==> config.mk <==
export PLATFORM = sky130hd
export DESIGN_NAME = bmp_stream_out
export DESIGN_NICKNAME = d
export VERILOG_FILES = /design/src/rtl/bmp_stream_out.sv
export SDC_FILE = /design/constraint.sdc
export NUM_CORES = 1
export LEC_CHECK = 0
export ABC_AREA = 1
export CORE_MARGIN = 3
export CORE_UTILIZATION = 54
export CTS_CLUSTER_SIZE = 16
export DETAILED_ROUTE_END_ITERATION = 6
export GPL_TIMING_DRIVEN = 0
export PLACE_DENSITY = 0.77
export SLEW_MARGIN = 20
export SYNTH_ARGS = -nofsm -noshare
export SYNTH_HDL_FRONTEND = slang
export SYNTH_SLANG_ARGS = --single-unit
==> constraint.sdc <==
create_clock -name clk -period 2.06 [get_ports clk]
set_input_delay 0.412 -clock clk [delete_from_list [all_inputs] [get_ports clk]]
set_output_delay 0.412 -clock clk [all_outputs]
set_load 0.03 [all_outputs]
==> src/rtl/bmp_stream_out.sv <==
// BMP frame-buffer read-back: validates the header, then streams bytes 0..size-1 over valid/ready.
// Optional macro BMP_SIG_CHECK_EN also requires the 'BM' signature in bytes 0 and 1.
module bmp_stream_out #(
  parameter int BYTE_WIDTH = 8,
  parameter int ADDR_WIDTH = 20,
  parameter int MAX_SIZE   = 786486,
  parameter int MIN_SIZE   = 54
) (
  input  logic                  clk,
  input  logic                  rst,
  input  logic                  start,
  output logic                  RAM_rd_en,
  output logic [ADDR_WIDTH-1:0] RAM_rd_addr,
  input  logic [BYTE_WIDTH-1:0] RAM_Q,
  output logic                  out_valid,
  output logic [BYTE_WIDTH-1:0] out_data,
  output logic                  out_last,
  input  logic                  out_ready,
  output logic                  busy,
  output logic                  done,
  output logic                  err
);
  typedef enum logic [1:0] {IDLE, HDR, STREAM, FIN} state_t;

  state_t                state;
  logic [2:0]            hcnt, dcnt;
  logic [23:0]           size_lo;
  logic [31:0]           hdr_size;
  logic                  hdr_ok;
  logic [ADDR_WIDTH-1:0] raddr, last_addr, byte_cnt;
  logic                  rd_done, inflight;
  logic [BYTE_WIDTH-1:0] fifo_data [2];
  logic                  wp, rp;
  logic [1:0]            cnt, occ;
  logic                  hdr_issue, issue, push, pop;
`ifdef BMP_SIG_CHECK_EN
  logic [7:0]            sig0, sig1;
`endif

  // The sixth header byte is evaluated straight off RAM_Q as it arrives.
  assign hdr_size = {RAM_Q[7:0], size_lo};
  always_comb begin
    hdr_ok = (hdr_size >= 32'(MIN_SIZE)) && (hdr_size <= 32'(MAX_SIZE));
`ifdef BMP_SIG_CHECK_EN
    if (sig0 != 8'h42 || sig1 != 8'h4D) hdr_ok = 1'b0;
`endif
  end

  // Credit check counts a same-cycle pop so a full-rate stream never bubbles.
  assign occ       = cnt + {1'b0, inflight};
  assign pop       = out_valid && out_ready;
  assign push      = inflight && (state == STREAM);
  assign hdr_issue = (state == HDR) && (hcnt < 3'd6);
  assign issue     = (state == STREAM) && !rd_done && ((occ - {1'b0, pop}) < 2'd2);

  assign RAM_rd_en   = hdr_issue || issue;
  assign RAM_rd_addr = hdr_issue ? ADDR_WIDTH'(hcnt) : (issue ? raddr : '0);
  assign out_valid   = (cnt != 2'd0);
  assign out_data    = out_valid ? fifo_data[rp] : '0;
  assign out_last    = out_valid && (byte_cnt == last_addr);
  assign busy        = (state != IDLE);
  assign done        = (state == FIN);

  always_ff @(posedge clk) begin
    if (push) fifo_data[wp] <= RAM_Q;
  end

  always_ff @(posedge clk) begin
    if (rst) begin
      state     <= IDLE;
      hcnt      <= '0;
      dcnt      <= '0;
      size_lo   <= '0;
      raddr     <= '0;
      last_addr <= '0;
      byte_cnt  <= '0;
      rd_done   <= 1'b0;
      inflight  <= 1'b0;
      wp        <= 1'b0;
      rp        <= 1'b0;
      cnt       <= '0;
      err       <= 1'b0;
`ifdef BMP_SIG_CHECK_EN
      sig0      <= '0;
      sig1      <= '0;
`endif
    end else begin
      inflight <= RAM_rd_en;
      case (state)
        IDLE: if (start) begin
          state <= HDR;
          err   <= 1'b0;
          hcnt  <= '0;
          dcnt  <= '0;
          wp    <= 1'b0;
          rp    <= 1'b0;
          cnt   <= '0;
        end
        HDR: begin
          if (hdr_issue) hcnt <= hcnt + 3'd1;
          if (inflight) begin
            dcnt <= dcnt + 3'd1;
            case (dcnt)
`ifdef BMP_SIG_CHECK_EN
              3'd0: sig0 <= RAM_Q[7:0];
              3'd1: sig1 <= RAM_Q[7:0];
`endif
              3'd2: size_lo[7:0]   <= RAM_Q[7:0];
              3'd3: size_lo[15:8]  <= RAM_Q[7:0];
              3'd4: size_lo[23:16] <= RAM_Q[7:0];
              3'd5: begin
                if (hdr_ok) begin
                  state     <= STREAM;
                  raddr     <= '0;
                  last_addr <= ADDR_WIDTH'(hdr_size - 32'd1);
                  byte_cnt  <= '0;
                  rd_done   <= 1'b0;
                end else begin
                  state <= FIN;
                  err   <= 1'b1;
                end
              end
              default: ;
            endcase
          end
        end
        STREAM: begin
          if (issue) begin
            if (raddr == last_addr) rd_done <= 1'b1;
            else                    raddr   <= raddr + 1'b1;
          end
          if (push) wp <= ~wp;
          if (pop) begin
            rp       <= ~rp;
            byte_cnt <= byte_cnt + 1'b1;
            if (out_last) state <= FIN;
          end
          cnt <= cnt + {1'b0, push} - {1'b0, pop};
        end
        FIN: state <= IDLE;
        default: state <= IDLE;
      endcase
    end
  end
endmodule
==> key figures, run 1 <==
Run
  – Max-cap violation count: 0

Worst setup path
  – Bufs and invs on worst path: 5
  – FF-to-FF End: raddr[9]$_SDFFE_PP0P_
  – R2R Setup Slk: 0.03 ns
  – FF-to-FF path depth: 14
  – Required @ worst endpoint: 1.65 ns
  – Crit path depth: 12
  – Setup crit start kind: flip-flop
  – CP startpoint: cnt[1]$_SDFFE_PP0P_
  – Critical path type: flip-flop to output pin
  – RR Startpoint: cnt[1]$_SDFFE_PP0P_
  – Cells along the critical path: inv_2 > nand2_4 > nand2_4 > inv_4 > ha_4 > xor2_4 > nor3_2 > nand3b_1 > buf_6 > clkbuf_16 > nor3_4 > buf_6
  – Crit path capture type: output pin
  – Crit-path max FO: 6
  – Crit path capture: RAM_rd_addr[14]
  – Critical-path top delay cell: dfxtp_4
  – Slowest stage delay, CP: 0.35 ns
  – CP delay by family, top: buffers and inverters
  – Crit path arrival time: 2.23 ns

Detailed routing
  – Post-DR vias/cell: 5.59
  – DRC viols: 0
  – Vias: 7,638
  – DRT antenna net count: 0
  – Drt wl/cell: 16.3 um
  – First drt pass iteration count: 6
  – Initial drt markers: 984
  – Final wirelength: 22,300 um

Synth
  – Synth Area in XOR/XNOR: 0.0644
  – Synth Flop Type: dfxtp_1
  – Top cells by area, synth: dfxtp_1, nand2_1, nor2_1, edfxtp_1, a21oi_1
  – #FFs+latches synth: 116
  – Post-synthesis simple-gate area fraction: 0.355
  – EDFF count, synth: 16
  – Count leader, synth: nand2_1
  – Post-Syn Area: 0.00721 sq mm
  – Share of flip-flops with an asynchronous set or reset: 0
  – Mapped Cells: 1,097
  – Post-synthesis adder-cell area fraction: 0.0312
  – Synth Area per Inst: 6.57 sq um
  – Mux cell area share after synthesis: 0
  – Complex-gate fraction of the synthesized area: 0.113
  – Sequential cell area fraction in the yosys report: 0.344
  – Yosys top cell area share: 0.278
  – Yosys cell types: 38
  – Post-synth top cells: nand2_1, nor2_1, inv_1
  – Synth area leader: dfxtp_1
  – Largest family of logic cells by synthesized area: simple AND/OR/NAND/NOR gates
  – Mapped Nets: 1,127
  – Synth warnings: 0

Min path
  – Hold_sp: RAM_Q[4]
  – Worst hold path type: primary input to flip-flop

Final layout
  – Nets: 1,211
  – Finished Layout Cells: 1,366
  – Fin area: 0.00919 sq mm
  – P&R area growth vs syn: 27.5%
  – # fillers: 1,050
  – Layout cells sized above 1: 0.183
  – Inserted Diodes: 0
  – Multi-input gate area: 0.00444 sq mm
  – Seq. cell area: 0.00250 sq mm

Clock tree
  – Number of buffers created by CTS: 17
  – H-tree Lvls: 4
  – Sink Count: 116
  – Clock slew at reported path FFs: 0.06 ns
  – TritonCTS clock tree: built
  – CTS Hold Bufs: 0
  – Root buffer cell: clkbuf_16
  – Max Root-Sink Buffers: 2
  – Worst-Skew Late Latency: 0.43 ns

Global routing
  – Total GRT Usage: 0.308
  – Vias in the first global route: 7,090
  – Total gr overflow: 0
  – Global-route wire length before repair: 35,600 um
  – Initial antenna violation count: 0
  – Largest net degree at the start of global routing: 17

Placement
  – Post-DP Area: 0.00811 sq mm
  – Port-buffer cells: 45
  – RD Place Congestion: 0.986
  – Placed insts: 1,314
  – Pre-CTS WS: -1.24 ns
  – Post-DP HPWL: 15,700 um

STA
  – Max-slew violations: 0
  – Rel. slew slack: 0.503
  – Slew @ Worst Pin: 0.745 ns
  – Tmin final: 2.64 ns
  – Final Hold Fails: 0
  – Final Cycle Share: 1.28
  – Setup Skew: 0.00739 ns
  – RSZ-0062 raised after global routing: yes
  – Final setup violation count: 30
  – FMAX: 379 MHz
  – Final worst setup slack: -0.582 ns

Die
  – Num ports: 46
  – # rows: 41
  – Initial Util: 0.562
  – Die footprint: 0.0148 sq mm
  – Core area: 0.0128 sq mm
  – Chip width: 122 um
  – Die height: 122 um

Status
  – Outcome: finished, violations left
  – Violated checks: negative setup slack

Power and ir drop
  – Net Switching: 2.76 mW
  – LEAKAGE: 3.51 nW
  – Pint: 5.05 mW
  – Seq pwr share: 0.322
  – Net Sw Frac: 0.354
  – Comb power frac: 0.302
  – Clock share of power: 0.376
  – Max VDD drop: 614 uV
  – Power density over cell area: 849 mW/mm^2
==> power groups by stage <==
| stage | Clock [mW] | Sequential [mW] | Combinational [mW] |
|---|---|---|---|
| finish | 2.94 | 2.51 | 2.36 |
| floorplan | 0 | 2.53 | 1.38 |
| global placement | 0 | 2.54 | 1.93 |
| detailed placement | 0 | 2.54 | 1.95 |
| CTS | 2.92 | 2.50 | 2.20 |
| global route | 3.04 | 2.52 | 2.51 |
==> stage by stage <==
step           hold slack (ns)   util  power [mW]  setup TNS, ns
2_1_floorplan            0.430      -        3.91          -2.00
3_3_place_gp             0.438  0.633        4.47         -52.09
3_5_place_dp             0.441  0.633        4.49         -56.15
4_1_cts                  0.449  0.696        7.62          -9.83
5_1_grt                  0.406  0.717        8.08         -15.88
6_report                 0.396  0.717        7.81         -11.94
==> kinds of logic (layout without fill, tap and decap cells) <==
logic type,Yosys count,after routing
adders and majority gates,18,18
and+or+nand+nor,590,590
buffers and inverters,161,258
DFF,116,116
AOI/OAI and AO/OA,159,159
xor gates and xnor gates,53,53
==> layout by cell type, fill, tap and decap left out, types with 7 or more instances in the layout <==
| master | instances |
|---|---|
| a21oi_1 | 77 |
| buf_4 | 26 |
| buf_6 | 34 |
| clkbuf_1 | 16 |
| clkbuf_16 | 20 |
| clkinv_2 | 7 |
| dfxtp_1 | 87 |
| dfxtp_2 | 12 |
| dlygate4sd2_1 | 8 |
| edfxtp_1 | 16 |
| ha_1 | 16 |
| inv_1 | 100 |
| inv_2 | 12 |
| nand2_1 | 251 |
| nand3_1 | 29 |
| nand3_2 | 7 |
| nand4_1 | 48 |
| nor2_1 | 184 |
| nor2_2 | 18 |
| nor2_4 | 8 |
| nor3_1 | 7 |
| nor3_4 | 17 |
| o21ai_0 | 54 |
| o21ai_1 | 10 |
| xnor2_1 | 11 |
| xor2_1 | 41 |
==> worst min-delay path by stage <==
stage / cells after the start / endpoint
detailed placement: 2 / rd_done$_SDFFE_PP0P_
CTS: 2 / rd_done$_SDFFE_PP0P_
global route: 1 / fifo_data[0][3]$_DFFE_PP_
finish: 1 / fifo_data[0][4]$_DFFE_PP_
floorplan: 2 / rd_done$_SDFFE_PP0P_
global placement: 2 / err$_SDFFE_PP0P_
==> flip-flops by register name, summed over array words and instances (netlist names), named ones only <==
| signal | count |
|---|---|
| inflight | 1 |
| state | 2 |
| raddr | 20 |
| cnt | 2 |
| rd_done | 1 |
| hcnt | 3 |
| wp | 1 |
| size_lo | 24 |
| rp | 1 |
| byte_cnt | 20 |
| fifo_data | 16 |
| err | 1 |
| dcnt | 3 |
| last_addr | 20 |
==> metal layers <==
metal	track usage	part of all wire
met1	0.409	0.42
met2	0.475	0.45
met3	0.0761	0.095
met4	0.139	0.030
met5	0	0
==> final cells by class <==
class / instances / share of cell area
buffer: 44 / 0.0365
timing repair buffer: 67 / 0.0743
clock buffer: 19 / 0.0471
tap: 172 / 0.0234
sequential: 116 / 0.272
inverter: 115 / 0.0480
multi-input combinational: 820 / 0.483
clock inverter: 13 / 0.0152
==> worst register-to-register path: cells and delay by family, from the launching register on <==
kind	cells	cell delay, ns
buf+inv	4	0.44
fa+ha+maj	1	0.15
compound gates	1	0.06
simple gates	7	0.69
flops	1	0.35
xor+xnor	1	0.19
==> what timing repair did <==
action | in CTS | in global routing
cloned | 2 | 0
gates resized for setup | 235 | 92
setup endpoints to repair | 93 | 116
pin swaps | 7 | 4
buffers inserted | 13 | 8
No activity file was read; power rests on OpenSTA's default activity.
==> inputs of run 2 (changes only) <==
--- a/config.mk
+++ b/config.mk
@@ -12,6 +12,7 @@
 export DETAILED_ROUTE_END_ITERATION = 6
 export GPL_TIMING_DRIVEN = 0
 export PLACE_DENSITY = 0.77
+export RECOVER_POWER = 100
 export SLEW_MARGIN = 20
 export SYNTH_ARGS = -nofsm -noshare
 export SYNTH_HDL_FRONTEND = slang
==> run 2 against run 1 <==
Compared with the run above: the run still ends with negative setup slack left; fmax is 0.29% higher; clock skew is 0.0017 ns higher; hold slack worse by 0.025 ns; wire length is 0.13% lower; utilization is 0.33 points lower; via count is 0.18% lower; first-iteration DRC count is 0.41% higher; combinational power hardly changed; count of clock-buffer cells in the layout stayed put; critical endpoint unchanged; highest routed layer unchanged.
==> key figures, run 2 (synthesis gave the netlist of run 1 again) <==
Status
  – Outcome: finished, violations left
  – Violated checks: negative setup slack

Worst setup path
  – RR Startpoint: state[1]$_SDFFE_PP0P_
  – R2R Setup Slk: -0.01 ns (-0.04 ns)
  – Crit-path max FO: 6 (unchanged)
  – FF-to-FF path depth: 9 (-5)
  – Crit path capture type: output pin
  – Crit path capture: RAM_rd_addr[14]
  – FF-to-FF End: size_lo[13]$_SDFFE_PP0P_
  – Critical path type: flip-flop to output pin
  – Crit path arrival time: 2.22 ns (about the same)
  – CP startpoint: cnt[1]$_SDFFE_PP0P_
  – Setup crit start kind: flip-flop
  – Required @ worst endpoint: 1.65 ns (about the same)

Clock tree
  – Clock slew at reported path FFs: 0.06 ns (about the same)
  – Sink Count: 116 (unchanged)
  – H-tree Lvls: 4 (unchanged)
  – Number of buffers created by CTS: 17 (unchanged)
  – Worst-Skew Late Latency: 0.43 ns (about the same)
  – Root buffer cell: clkbuf_16
  – TritonCTS clock tree: built
  – CTS Hold Bufs: 0 (unchanged)
  – Max Root-Sink Buffers: 2 (unchanged)

Placement
  – Post-DP HPWL: 15,700 um (unchanged)
  – RD Place Congestion: 0.986 (unchanged)
  – Placed insts: 1,314 (unchanged)
  – Port-buffer cells: 45 (unchanged)

Die
  – Initial Util: 0.562 (unchanged)
  – # rows: 41 (unchanged)
  – Num ports: 46 (unchanged)
  – Die height: 122 um (unchanged)
  – Die footprint: 0.0148 sq mm (unchanged)
  – Chip width: 122 um (unchanged)
  – Core area: 0.0128 sq mm (unchanged)

Power and ir drop
  – LEAKAGE: 3.47 nW (-1.1%)
  – Max VDD drop: 612 uV (-0.29%)
  – Total chip power: 7.79 mW (-0.22%)
  – Power density over cell area: 851 mW/mm^2 (+0.25%)

STA
  – Final setup violation count: 34 (+13%)
  – RSZ-0062 raised after global routing: yes
  – Final Cycle Share: 1.28 (-0.00376)
  – Setup TNS: -12.00 ns (-0.0539 ns)
  – Slew @ Worst Pin: 0.755 ns (+0.00969 ns)
  – Rel. slew slack: 0.497 (-0.00646)
  – Final Hold Fails: 0 (unchanged)
  – Hold_ws: 0.371 ns (-0.0249 ns)
  – Max-slew violations: 0 (unchanged)
  – Final worst setup slack: -0.574 ns (+0.00774 ns)
  – Setup Skew: 0.00913 ns (+0.00174 ns)
  – FMAX: 380 MHz (+0.29%)
  – Tmin final: 2.63 ns (-0.00774 ns)

Detailed routing
  – Vias: 7,624 (-0.18%)
  – Final wirelength: 22,300 um (-0.13%)
  – Initial drt markers: 988 (+0.41%)
  – DRC viols: 0 (unchanged)
  – Drt wl/cell: 16.3 um (-0.13%)
  – Post-DR vias/cell: 5.58 (-0.18%)
  – First drt pass iteration count: 5 (-1)
  – DRT antenna net count: 0 (unchanged)

Final layout
  – Top reg by flops: size_lo
  – Inserted Diodes: 0 (unchanged)
  – Nets: 1,211 (unchanged)
  – Layout cells sized above 1: 0.180 (-0.00335)
  – Seq. cell area: 0.00250 sq mm (unchanged)
  – P&R area growth vs syn: 26.9%
  – Most common cell after layout, fill and taps aside: nand2_1
  – # fillers: 1,057 (+0.67%)
  – Multi-input gate area: 0.00444 sq mm (-0.17%)
  – Largest register FFs: 24 (unchanged)
  – Most frequent cells in the layout: nand2_1, nor2_1, inv_1
  – Finished Layout Cells: 1,366 (unchanged)
  – Layout Utilization: 0.713 (-0.00332)

Global routing
  – Largest net degree at the start of global routing: 17 (unchanged)
  – Total GRT Usage: 0.308 (unchanged)
  – Total gr overflow: 0 (unchanged)
  – Vias in the first global route: 7,090 (unchanged)
  – Initial antenna violation count: 0 (unchanged)
  – Global-route wire length before repair: 35,600 um (unchanged)

Run
  – Max-cap violation count: 0 (unchanged)

Min path
  – Worst hold path type: primary input to flip-flop
-- run 2: cell type report --
cell class                 instances  area share
clock buffer                      19      0.0473
clock inverter                    13      0.0153
tap                              172      0.0235
inverter                         115      0.0483
timing repair buffer              67      0.0718
multi-input combinational        820       0.485
sequential                       116       0.273
buffer                            44      0.0357
-- run 2: worst min path at each step --
stage	to	cells past startpoint	startpoint
finish	fifo_data[0][4]$_DFFE_PP_	1	RAM_Q[4]
global route	fifo_data[0][3]$_DFFE_PP_	1	RAM_Q[3]
CTS	rd_done$_SDFFE_PP0P_	2	rd_done$_SDFFE_PP0P_
detailed placement	rd_done$_SDFFE_PP0P_	2	rd_done$_SDFFE_PP0P_
global placement	err$_SDFFE_PP0P_	2	err$_SDFFE_PP0P_
floorplan	rd_done$_SDFFE_PP0P_	2	rd_done$_SDFFE_PP0P_
-- run 2: power by group --
group          leakage [nW]  internal, mW  switching (mW)
clock                 0.285          1.87            1.06
combinational          2.23         0.762            1.58
sequential            0.957          2.40           0.114
total                  3.47          5.03            2.76
-- run 2: timing repair --
action,4_1_cts,5_1_grt
gates resized for setup,235,92
pin swaps,7,4
buffers inserted,13,8
setup endpoints to repair,93,116
cloned,2,0
hold endpoints to repair,0,0
-- run 2: through the flow --
stage | setup WS (ns) | cell area [sq um]
2_1_floorplan | -0.149 | 7450
3_3_place_gp | -1.20 | 8110
3_5_place_dp | -1.24 | 8110
4_1_cts | -0.517 | 8930
5_1_grt | -0.642 | 9150
6_report | -0.574 | 9150
-- run 2: metal layers --
metal,vias to the layer above,track usage,routed length (um)
met2,391,0.475,10100
met4,0,0.139,606
met1,3467,0.409,9490
met5,-,0,0
met3,60,0.0761,2070
li1,3706,-,-
-- run 2: critical path: stages (launching register included) --
cell,delay [ns]
dfxtp_4,0.35
inv_2,0.04
nand2_4,0.07
nand2_4,0.05
inv_4,0.06
ha_4,0.15
xor2_4,0.19
nor3_2,0.05
nand3b_1,0.18
buf_6,0.16
clkbuf_16,0.17
nor3_4,0.16
buf_6,0.16
==> inputs of run 3 (changes only) <==
--- a/config.mk
+++ b/config.mk
@@ -13,6 +13,7 @@
 export GPL_TIMING_DRIVEN = 0
 export PLACE_DENSITY = 0.77
 export RECOVER_POWER = 100
+export REMOVE_ABC_BUFFERS = 1
 export SLEW_MARGIN = 20
 export SYNTH_ARGS = -nofsm -noshare
 export SYNTH_HDL_FRONTEND = slang
==> run 3 against run 2 <==
Compared with the run above: the flow still finishes with violations (negative setup slack); sequential share of layout area increased by 0.42 points; sequential power is essentially flat; final area shrank 1.3%; register-to-register slack got worse by 0.20 ns; combinational power increased by 9.0%; final cell count shrank 1.9%; utilization is 0.90 points lower; clock power up 5%; flip-flop and latch count stayed put; global-route usage shrank 0.80 points; hold slack worse by 0.0041 ns; worst setup slack improved by 0.017 ns; highest routed layer unchanged.
==> key figures, run 3 (synthesis gave the netlist of run 1 again) <==
Die
  – Die height: 122 um (unchanged)
  – Initial Util: 0.562 (unchanged)
  – Die footprint: 0.0148 sq mm (unchanged)
  – Core area: 0.0128 sq mm (unchanged)
  – Num ports: 46 (unchanged)
  – # rows: 41 (unchanged)
  – Chip width: 122 um (unchanged)

Clock tree
  – TritonCTS clock tree: built
  – Worst-Skew Late Latency: 0.43 ns (about the same)
  – Clock slew at reported path FFs: 0.06 ns (about the same)
  – Sink Count: 116 (unchanged)
  – Max Root-Sink Buffers: 2 (unchanged)
  – Number of buffers created by CTS: 17 (unchanged)
  – Root buffer cell: clkbuf_16
  – H-tree Lvls: 4 (unchanged)

Global routing
  – Global-route wire length before repair: 34,900 um (-1.9%)
  – Vias in the first global route: 7,093 (+0.042%)
  – Largest net degree at the start of global routing: 49 (+32)
  – Total GRT Usage: 0.300 (-0.00799)
  – Initial antenna violation count: 0 (unchanged)
  – Total gr overflow: 0 (unchanged)

STA
  – Rel. slew slack: 0.508 (+0.0108)
  – Slew @ Worst Pin: 0.737 ns (-0.0173 ns)
  – Setup Skew: 0.00779 ns (-0.00134 ns)
  – Hold_ws: 0.367 ns (-0.00406 ns)
  – Final worst setup slack: -0.557 ns (+0.0173 ns)
  – Max-slew violations: 0 (unchanged)
  – Tmin final: 2.62 ns (-0.0173 ns)
  – Final Hold Fails: 0 (unchanged)
  – FMAX: 382 MHz (+0.66%)
  – RSZ-0062 raised after global routing: yes
  – Final setup violation count: 70 (+110%)
  – Final Cycle Share: 1.27 (-0.00842)

Worst setup path
  – Slowest stage delay, CP: 0.34 ns (about the same)
  – Required @ worst endpoint: 1.65 ns (about the same)
  – Bufs and invs on worst path: 5 (unchanged)
  – Cells along the critical path: inv_2 > nand2_2 > nand2_2 > inv_2 > ha_4 > xor2_2 > nor3_2 > nand3b_1 > buf_6 > buf_8 > nor3_2 > buf_4
  – Setup crit start kind: flip-flop
  – CP delay by family, top: buffers and inverters
  – RR Startpoint: state[0]$_SDFFE_PP0P_
  – FF-to-FF path depth: 14 (+5)
  – R2R Setup Slk: -0.21 ns (-0.20 ns)
  – FF-to-FF End: raddr[1]$_SDFFE_PP0P_
  – Critical path type: flip-flop to output pin
  – Crit-path max FO: 8 (+2)
  – Critical-path top delay cell: dfxtp_2
  – Crit path capture type: output pin
  – Crit path arrival time: 2.20 ns (-0.02 ns)

Min path
  – Hold_sp: RAM_Q[1]
  – Hold path endpoint: fifo_data[0][1]$_DFFE_PP_
  – Worst hold stages: 1 (unchanged)
  – Worst hold path type: primary input to flip-flop

Placement
  – Post-DP HPWL: 13,400 um (-14%)
  – Placed insts: 1,269 (-3.4%)
  – Pre-CTS WS: -2.01 ns (-0.765 ns)
  – RD Place Congestion: 0.936 (-5.1%)
  – Port-buffer cells: 45 (unchanged)

Final layout
  – Most common cell after layout, fill and taps aside: nand2_1
  – # fillers: 1,005 (-4.9%)
  – Top reg by flops: size_lo
  – Finished Layout Cells: 1,340 (-1.9%)
  – Seq. cell area: 0.00251 sq mm (+0.25%)
  – Multi-input gate area: 0.00462 sq mm (+4.1%)
  – Nets: 1,185 (-2.1%)
  – Largest register FFs: 24 (unchanged)
  – P&R area growth vs syn: 25.3%
  – Inserted Diodes: 0 (unchanged)
  – Layout cells sized above 1: 0.189 (+0.00915)
  – Most frequent cells in the layout: nand2_1, nor2_1, inv_1

Status
  – Outcome: finished, violations left
  – Violated checks: negative setup slack

Power and ir drop
  – LEAKAGE: 3.34 nW (-3.6%)
  – Power density over cell area: 902 mW/mm^2 (+5.9%)
  – Total chip power: 8.15 mW (+4.6%)
  – Max VDD drop: 819 uV (+34%)

Detailed routing
  – Initial drt markers: 1,106 (+12%)
  – Post-DR vias/cell: 5.80 (+4.0%)
  – Vias: 7,777 (+2.0%)
  – DRT antenna net count: 0 (unchanged)
  – Drt wl/cell: 17.1 um (+5.1%)
  – First drt pass iteration count: 7 (+2)
  – DRC viols: 0 (unchanged)
  – Final wirelength: 22,900 um (+3.1%)

Run
  – Max-cap violation count: 0 (unchanged)
[run 3: cell types whose count changed in the layout (fill, tap and decap cells not counted), sizes merged, moves of 2 or more]
cell,change
nand2,+4
nand3,+5
clkbuf,-23
inv,+4
nor2,+2
clkinv,-2
buf,-15
[run 3: cell type report]
type	count	share of cell area
repair buffers	73	0.0705
well taps	172	0.0238
clock buffers	18	0.0475
clock inverters	14	0.0195
inverters	115	0.0501
multi-input cells	832	0.511
flip-flops and latches	116	0.278
[run 3: how the worst max path moves through the flow]
stage                                startpoint                      to  slack [ns]  cells after the start
after global routing        cnt[0]$_SDFFE_PP0P_         RAM_rd_addr[11]       -0.62                     12
after floorplan           state[0]$_SDFFE_PP0P_   raddr[1]$_SDFFE_PP0P_       -1.00                     10
after detailed placement              out_ready  raddr[12]$_SDFFE_PP0P_       -2.01                     11
after CTS                   cnt[1]$_SDFFE_PP0P_         RAM_rd_addr[11]       -0.57                     12
final                       cnt[0]$_SDFFE_PP0P_         RAM_rd_addr[12]       -0.56                     12
after global placement    state[0]$_SDFFE_PP0P_   raddr[4]$_SDFFE_PP0P_       -2.42                      9
[run 3: timing repair]
action                     4_1_cts  5_1_grt
setup buffers                   22        5
pin swaps                       14       10
hold buffers                     0        0
setup endpoints to repair      127      131
cloned                           7        5
gates resized for setup        266       89
[run 3: through the flow]
stage	area [sq um]	setup TNS [ns]	utilization
4_1_cts	8760	-11.35	0.683
6_report	9030	-14.93	0.704
5_1_grt	9030	-28.78	0.704
2_1_floorplan	6980	-52.87	-
3_5_place_dp	7660	-124.26	0.597
3_3_place_gp	7640	-237.41	0.596
[run 3: power breakdown]
part	total (mW)	internal, mW	switching, mW	leakage (nW)
Sequential	2.52	2.39	0.121	0.959
Combinational	2.55	0.730	1.82	2.09
Clock	3.09	1.92	1.17	0.293
Total	8.15	5.04	3.11	3.34
[run 3: per-layer routing]
| metal | vias up | wire, um | GRT usage |
|---|---|---|---|
| met3 | 121 | 2430 | 0.0799 |
| li1 | 3668 | - | - |
| met5 | - | 0 | 0 |
| met4 | 0 | 1010 | 0.124 |
| met2 | 445 | 10300 | 0.475 |
| met1 | 3543 | 9160 | 0.388 |
